[src/rtl/csa_pkg.sv]
// Shared constants for the sequential carry-select adder: slice width, FSM encoding,
// and the slice-index width helper.
package csa_pkg;

  localparam int unsigned SLICE_W = 8;

  localparam logic [1:0] ST_IDLE = 2'd0;
  localparam logic [1:0] ST_RUN  = 2'd1;
  localparam logic [1:0] ST_DONE = 2'd2;

  // A single-slice build still needs a 1-bit index register.
  function automatic int unsigned idx_w(input int unsigned n);
    return (n <= 1) ? 1 : $clog2(n);
  endfunction

endpackage

[src/rtl/csa_8_bit.sv]
// 8-bit carry-select adder slice: the low nibble ripples, and the high nibble is
// precomputed for both carry values and then selected.
module csa_8_bit (
  input  logic [7:0] a,
  input  logic [7:0] b,
  input  logic       c_in,
  output logic [7:0] sum,
  output logic       c_out,
  output logic       p
);

  logic [4:0] w_lo;
  logic [4:0] w_hi0;
  logic [4:0] w_hi1;

  assign w_lo  = {1'b0, a[3:0]} + {1'b0, b[3:0]} + {4'b0, c_in};
  assign w_hi0 = {1'b0, a[7:4]} + {1'b0, b[7:4]};
  assign w_hi1 = {1'b0, a[7:4]} + {1'b0, b[7:4]} + 5'd1;

  assign sum[3:0] = w_lo[3:0];
  assign sum[7:4] = w_lo[4] ? w_hi1[3:0] : w_hi0[3:0];
  assign c_out    = w_lo[4] ? w_hi1[4]   : w_hi0[4];
  assign p        = &(a ^ b);

endmodule

[src/rtl/csa_seq_adder.sv]
// Multi-cycle WIDTH-bit adder that reuses one csa_8_bit slice, one byte per cycle
// LSB first, with the inter-slice carry held in a register.
module csa_seq_adder
  import csa_pkg::*;
#(
  parameter int unsigned WIDTH  = 32,
  parameter int unsigned SLICES = WIDTH / SLICE_W
) (
  input  logic             clk,
  input  logic             rst_n,
  input  logic             in_valid,
  output logic             in_ready,
  input  logic [WIDTH-1:0] a,
  input  logic [WIDTH-1:0] b,
  input  logic             c_in,
  output logic             out_valid,
  input  logic             out_ready,
  output logic [WIDTH-1:0] sum,
  output logic             c_out,
  output logic             ovf
);

  localparam int unsigned     IW       = idx_w(SLICES);
  localparam logic [IW-1:0]   LAST_IDX = IW'(SLICES - 1);

  logic [1:0]         r_state;
  logic [WIDTH-1:0]   r_a;
  logic [WIDTH-1:0]   r_b;
  logic [WIDTH-1:0]   r_sum;
  logic [IW-1:0]      r_idx;
  logic               r_carry;
  logic               r_cout;
  logic               r_ovf;

  logic [SLICE_W-1:0] w_sa;
  logic [SLICE_W-1:0] w_sb;
  logic [SLICE_W-1:0] w_ss;
  logic               w_sc;

  assign w_sa = r_a[SLICE_W*r_idx +: SLICE_W];
  assign w_sb = r_b[SLICE_W*r_idx +: SLICE_W];

  csa_8_bit u_slice (
    .a    (w_sa),
    .b    (w_sb),
    .c_in (r_carry),
    .sum  (w_ss),
    .c_out(w_sc),
    .p    ()
  );

  always_ff @(posedge clk or negedge rst_n) begin
    if (!rst_n) begin
      r_state <= ST_IDLE;
      r_a     <= '0;
      r_b     <= '0;
      r_sum   <= '0;
      r_idx   <= '0;
      r_carry <= 1'b0;
      r_cout  <= 1'b0;
      r_ovf   <= 1'b0;
    end else begin
      case (r_state)
        ST_IDLE: begin
          if (in_valid) begin
            r_a     <= a;
            r_b     <= b;
            r_carry <= c_in;
            r_idx   <= '0;
            r_state <= ST_RUN;
          end
        end
        ST_RUN: begin
          r_sum[SLICE_W*r_idx +: SLICE_W] <= w_ss;
          r_carry                         <= w_sc;
          if (r_idx == LAST_IDX) begin
            // Top slice's sum MSB is the final result sign.
            r_cout  <= w_sc;
            r_ovf   <= (r_a[WIDTH-1] == r_b[WIDTH-1]) && (w_ss[SLICE_W-1] != r_a[WIDTH-1]);
            r_idx   <= '0;
            r_state <= ST_DONE;
          end else begin
            r_idx <= r_idx + 1'b1;
          end
        end
        ST_DONE: begin
          if (out_ready) r_state <= ST_IDLE;
        end
        default: r_state <= ST_IDLE;
      endcase
    end
  end

  assign in_ready  = (r_state == ST_IDLE);
  assign out_valid = (r_state == ST_DONE);
  assign sum       = r_sum;
  assign c_out     = r_cout;
  assign ovf       = r_ovf;

endmodule

[config.mk]
export PLATFORM = sky130hd
export DESIGN_NAME = csa_seq_adder
export DESIGN_NICKNAME = d
export VERILOG_FILES = /design/src/rtl/csa_pkg.sv /design/src/rtl/csa_8_bit.sv /design/src/rtl/csa_seq_adder.sv
export SDC_FILE = /design/constraint.sdc
export NUM_CORES = 1
export LEC_CHECK = 0
export CORE_MARGIN = 2
export CORE_UTILIZATION = 50
export DETAILED_ROUTE_END_ITERATION = 16
export PLACE_DENSITY_LB_ADDON = 0.25
export SLEW_MARGIN = 10
export SYNTH_ARGS = -nofsm -noshare
export SYNTH_HDL_FRONTEND = slang
export SYNTH_SLANG_ARGS = --single-unit
[constraint.sdc]
create_clock -name clk -period 4.08 [get_ports clk]
set_clock_uncertainty 0.05 [all_clocks]
set_input_delay 0.408 -clock clk [delete_from_list [all_inputs] [get_ports clk]]
set_output_delay 0.408 -clock clk [all_outputs]
set_load 0.01 [all_outputs]
# ---- Word level (Yosys, flattened, before mapping)
# Cells that the tools add are included.
dict set report word_totals {
  input_bits 69
  out_inout_bits 36
  wordCells 45
  register_bits 103
}
dict set report op_classes {
  shift 4
  muxes 12
  addsub 6
  n_eq_ne 8
  reduce_logical 7
}
# cell count
set op_table {}
lappend op_table {{variable part select 32 x 6 -> 8 bit} 2}
lappend op_table {{negation 5 -> 34 bit} 1}
lappend op_table {{variable shift 8 x 34 -> 32 bit, first input constant} 1}
lappend op_table {{variable part select 8 x 34 -> 32 bit} 1}
lappend op_table {{bitwise mux 32 bit} 1}
lappend op_table {{adder 4 x 4 -> 5 bit} 2}
lappend op_table {{two-way mux 2 bit} 5}
lappend op_table {{case mux 2 bit (3 select lines)} 1}
lappend op_table {{AND reduction 2 bit} 3}
lappend op_table {{adder 5 x 1 -> 5 bit} 1}
lappend op_table {{adder 5 x 1 -> 5 bit, second input constant} 1}
lappend op_table {{== test 2 bit, second input constant} 2}
lappend op_table {{two-way mux 4 bit} 1}
lappend op_table {{!= test 2 bit, second input constant} 2}
lappend op_table {{case mux 2 bit (2 select lines)} 1}
lappend op_table {{AND reduction 3 bit} 1}
lappend op_table {{adder 2 x 1 -> 2 bit, second input constant} 1}
lappend op_table {{== test 2 x 1 -> 1 bit, second input constant} 1}
lappend op_table {{zero test 2 bit} 1}
lappend op_table {{two-way mux 1 bit} 2}
lappend op_table {{!= test 2 x 1 -> 1 bit, second input constant} 1}
lappend op_table {{case mux 1 bit (2 select lines)} 1}
lappend op_table {{nonzero test 2 bit} 1}
lappend op_table {{== test 1 bit} 1}
lappend op_table {{other kinds (2)} 2}

# ---- Depth between registers and ports, before layout
dict set report depth {
  depth_word 6
  ltp_mapped 13
  ltp_nobuf 11
}

# ---- Cells and area by module
# A second synthesis with hierarchy kept.
dict set report unflattened {
  hier_cells 322
  area_unflattened_um2 4818.4
}
# mod seq_area_each_um2 instances area_each_um2 cells_per_inst
set modules_own_cells {}
lappend modules_own_cells {csa_seq_adder 2577.5 1 4408.0 271}
lappend modules_own_cells {csa_8_bit 0.0 1 410.4 51}

# ---- Worst setup path before layout
# Ideal clock, no wire load.
dict set report synth_timing {
  kind {register -> register}
  from {register r_idx[0]}
  to {register r_ovf, in the netlist ovf}
  path_stages_with_launch 10
  arrival_ps 3007
  period_less_slack_ps 3183
  setup_ps 126
  n_path_buf 1
  t_required_ps 3904
  path_slack_ps 897
  path_cell_list {dfrtp_1 -> buf_2 -> mux4_2 -> ha_1 -> inv_1 -> fa_1 -> nand2b_1 -> a2111oi_4 -> xnor3_1 -> a221o_1}
}
dict set report synth_via {
  elab_chain_len 6
  elab_cells_between_ends 11
  cone_classes {add/sub (4); eq/ne (2); shift (2); mux (1); reduce/logical (2)}
}
# element line_no
set synth_rtl {}
lappend synth_rtl {{start: declaration} csa_seq_adder.sv:30} ;# logic [IW-1:0] r_idx;
lappend synth_rtl {{start signal: assignment} csa_seq_adder.sv:83} ;# r_idx <= r_idx + 1'b1;
lappend synth_rtl {{variable part select 32 x 6 -> 8 bit (on tied branches)} {csa_seq_adder.sv:40, csa_seq_adder.sv:41}}
lappend synth_rtl {{adder 4 x 4 -> 5 bit (on tied branches)} {csa_8_bit.sv:17, csa_8_bit.sv:18, csa_8_bit.sv:16}}
lappend synth_rtl {{adder 5 x 1 -> 5 bit (on tied branches)} {csa_8_bit.sv:18, csa_8_bit.sv:16}}
lappend synth_rtl {{two-way mux 4 bit} csa_8_bit.sv:21} ;# assign sum[7:4] = w_lo[4] ? w_hi1[3:0] : w_hi0[3:0];
lappend synth_rtl {{!= test 1 bit} csa_seq_adder.sv:79} ;# r_ovf <= (r_a[WIDTH-1] == r_b[WIDTH-1]) && (w_ss[SLICE_W-1] != r_a[WIDTH-1]);
lappend synth_rtl {{logical AND 1 bit} csa_seq_adder.sv:79}
lappend synth_rtl {{end signal: assignment} csa_seq_adder.sv:79}
lappend synth_rtl {{end: declaration} csa_seq_adder.sv:33} ;# logic r_ovf;
# Parallel ways exist; a longest one is shown, timed or not.
# A chain may end at the register's enable or synchronous reset.

# ---- Worst setup path in the final report
# Same ends and word-level chain as after synthesis.

==> results.ini <==
[die]
start_util = 0.514
fp.dieW_microns = 101
die-area_sq_mm = 0.0102
row_count = 35
core_area_sq_mm = 0.00920
io_pins = 105
die_y_microns = 101

[synth]
ys.flop_type = dfrtp_1
synth-edff-count = 0
synthTopCellsByCount = dfrtp_1, mux2_2, nand2_1
ys_seq_elements = 103
yosysMostFrequentCell = dfrtp_1
synthesis.area_sq_mm = 0.00473
seq_area_frac_synth = 0.545
synth_top_area_cell = dfrtp_1
netlist-cell-type-count = 37
synthCells = 336
synth_warnings = 0
synth.area.top_cells = dfrtp_1, mux2_2, mux4_2
syn_nets = 422
synth_async_sr_flop_share = 1.00
syn-mean-instance-area_sq_um = 14.1
synth_top_area_frac = 0.545

[grt]
antenna_found_initial = 0
grt_pass1_vias = 3272
grt.total_usage = 0.209
grt_max_degree = 75
grt_pass1_wl_microns = 16300
grt_overflow_total = 0

[critical_path]
ff2ff_setup_slack_ns = 0.73
reg2regPathDepth = 8
worstPathCellList = buf_4, mux4_2, inv_1, fa_1, nand2b_1, a2111oi_4, xnor3_1, a221o_1
cp-end-kind = register
critPathTopFamily = compound AO/OA/AOI/OAI gates
rr_startpoint = r_idx[0]$_DFFE_PN0P_
cp.required_ns = 4.28
cp-endpoint = ovf$_DFFE_PN0P_
worstSetupPathType = reg2reg
start_kind = register
critical_path_depth = 8
slowest_delay_ns = 0.60
worstPathArrival_ns = 3.55
path_buf_inv = 2
critPathSlowestCell = dfrtp_1
rr_endpoint = ovf$_DFFE_PN0P_
worstPathMaxFanout = 8
startpoint = r_idx[0]$_DFFE_PN0P_

[detailed_routing]
drt_wl_total_microns = 10000
drt-initial-drc-count = 99
wl_met1_microns = 4360
wl_met3_microns = 384
dr.pass1.iters = 4
viasPerCell = 5.56
postRouteAntennaNets = 0
via_count = 3115
top_layer_used = met4
wl_per_cell_microns = 17.9
remaining_drc_errors = 0
routed-wl-met2_microns = 5170

[final_layout]
diodes = 0
postLayoutCoreUtil = 0.662
area_growth_pct = 28.8
n_fill_cell = 691
drive_above_1_share = 0.254
nets = 530

[worst_hold_path]
hp-class = in2async

[clock_network]
insertion_delay_ns = 0.36
path_clk_slew_ns = 0.10
cts_tree = yes
clock-sinks = 103
clockBufferDepth = 2
cts_root_buf = clkbuf_8
cts_resized = 0
post_cts_buffers = 0
cts-hold-fix-buffers = 0
cts_buffers = 9
htreeDepth = 3

[timing]
slew_headroom = 0.381
rsz0062_at_grt = no
max_freq_ghz = 0.299
worstMarginPinSlew_ns = 0.928
setup_violations = 0
period_minus_slack_ns = 3.35
hold_violations = 0
fin_setup_tns_ns = 0
fin_crit_sh = 0.820
report.final.slew_viol_count = 0

[flow_run]
maxCapViolCount = 0

[placement]
place.gp.congestion = 0.760
io_buffers = 104
dp.final_hpwl_microns = 7520

[power]
peakVddDrop_uv = 561
powerDensity_mw_per_mm2 = 939
leakagePower_nw = 2.60

[run_status]
outcome = finished, final reports clean

## cells by family after synthesis
logic type               after synthesis  share of synthesized area
AO/OA/AOI/OAI                         47                     0.0725
XOR/XNOR                               7                     0.0175
adder cells (fa/ha/maj)               17                     0.0498
buffers and inverters                 25                     0.0246
flip-flops                           103                      0.545
multiplexers                          82                      0.233
AND/OR/NAND/NOR                       55                     0.0572
## placed cells by master (no fill, tap or decap), types with 7 or more instances in the layout
master and instances:
clkbuf_8 11, ha_1 14, dfrtp_1 103, clkdlybuf4s50_1 103, inv_1 12, mux4_2 16, nor2_1 7, mux2_2 64
a22o_1 12, o21ai_0 18, buf_4 7, nand2_1 24
## through the flow
step / instances / power (mW) / worst slack [ns] / hold slack, ns / cell area [sq um]
3_3_place_gp: 544 / 4.93 / 0.787 / 0.414 / 5880
4_1_cts: 560 / 5.75 / 0.683 / 0.156 / 6090
2_1_floorplan: 336 / 4.02 / 0.897 / 0.0624 / 4730
6_report: 560 / 5.71 / 0.734 / 0.122 / 6090
3_5_place_dp: 544 / 5.08 / 0.660 / 0.420 / 5880
5_1_grt: 560 / 6.12 / 0.533 / 0.195 / 6090
## worst register-to-register path: cells and delay by family, from the launching register on
kind / cells / cell delay, ns
DFF: 1 / 0.60
adders and majority gates: 1 / 0.42
muxes: 1 / 0.55
AOI/OAI and AO/OA: 2 / 0.66
xor gates and xnor gates: 1 / 0.40
and+or+nand+nor: 1 / 0.19
buffers and inverters: 2 / 0.38
## power by group
group	total, mW	switching (mW)	internal [mW]
logic	3.30	1.74	1.56
clock network	0.661	0.344	0.316
registers	1.75	0.280	1.47
## flip-flops by register name, indices dropped and copies added (netlist names)
name	count
ovf	1
sum	32
r_idx	2
r_state	2
c_out	1
r_a	32
r_b	32
r_carry	1
## how the worst min path moves through the flow
stage | end | slack [ns]
2_1_floorplan | c_out$_DFFE_PN0P_ | 0.06
3_3_place_gp | sum[26]$_DFFE_PN0P_ | 0.41
3_5_place_dp | sum[6]$_DFFE_PN0P_ | 0.42
4_1_cts | sum[16]$_DFFE_PN0P_ | 0.16
5_1_grt | sum[16]$_DFFE_PN0P_ | 0.20
6_report | sum[16]$_DFFE_PN0P_ | 0.12
## layer usage
metal | global-route usage | vias to the layer above
li1 | - | 1427
met1 | 0.270 | 1606
met2 | 0.367 | 75
met3 | 0.0352 | 7
met4 | 0.0551 | 0
met5 | 0 | -
## cell type report
type | count | area, sq um | share of cell area
multi-input cells | 208 | 2030 | 0.334
well taps | 111 | 139 | 0.0228
flip-flops and latches | 103 | 2580 | 0.424
inverters | 12 | 45.0 | 0.00740
clock inverters | 5 | 56.3 | 0.00925
repair buffers | 110 | 1080 | 0.178
clock buffers | 11 | 151 | 0.0249
Power figures use the tool's default switching activity.
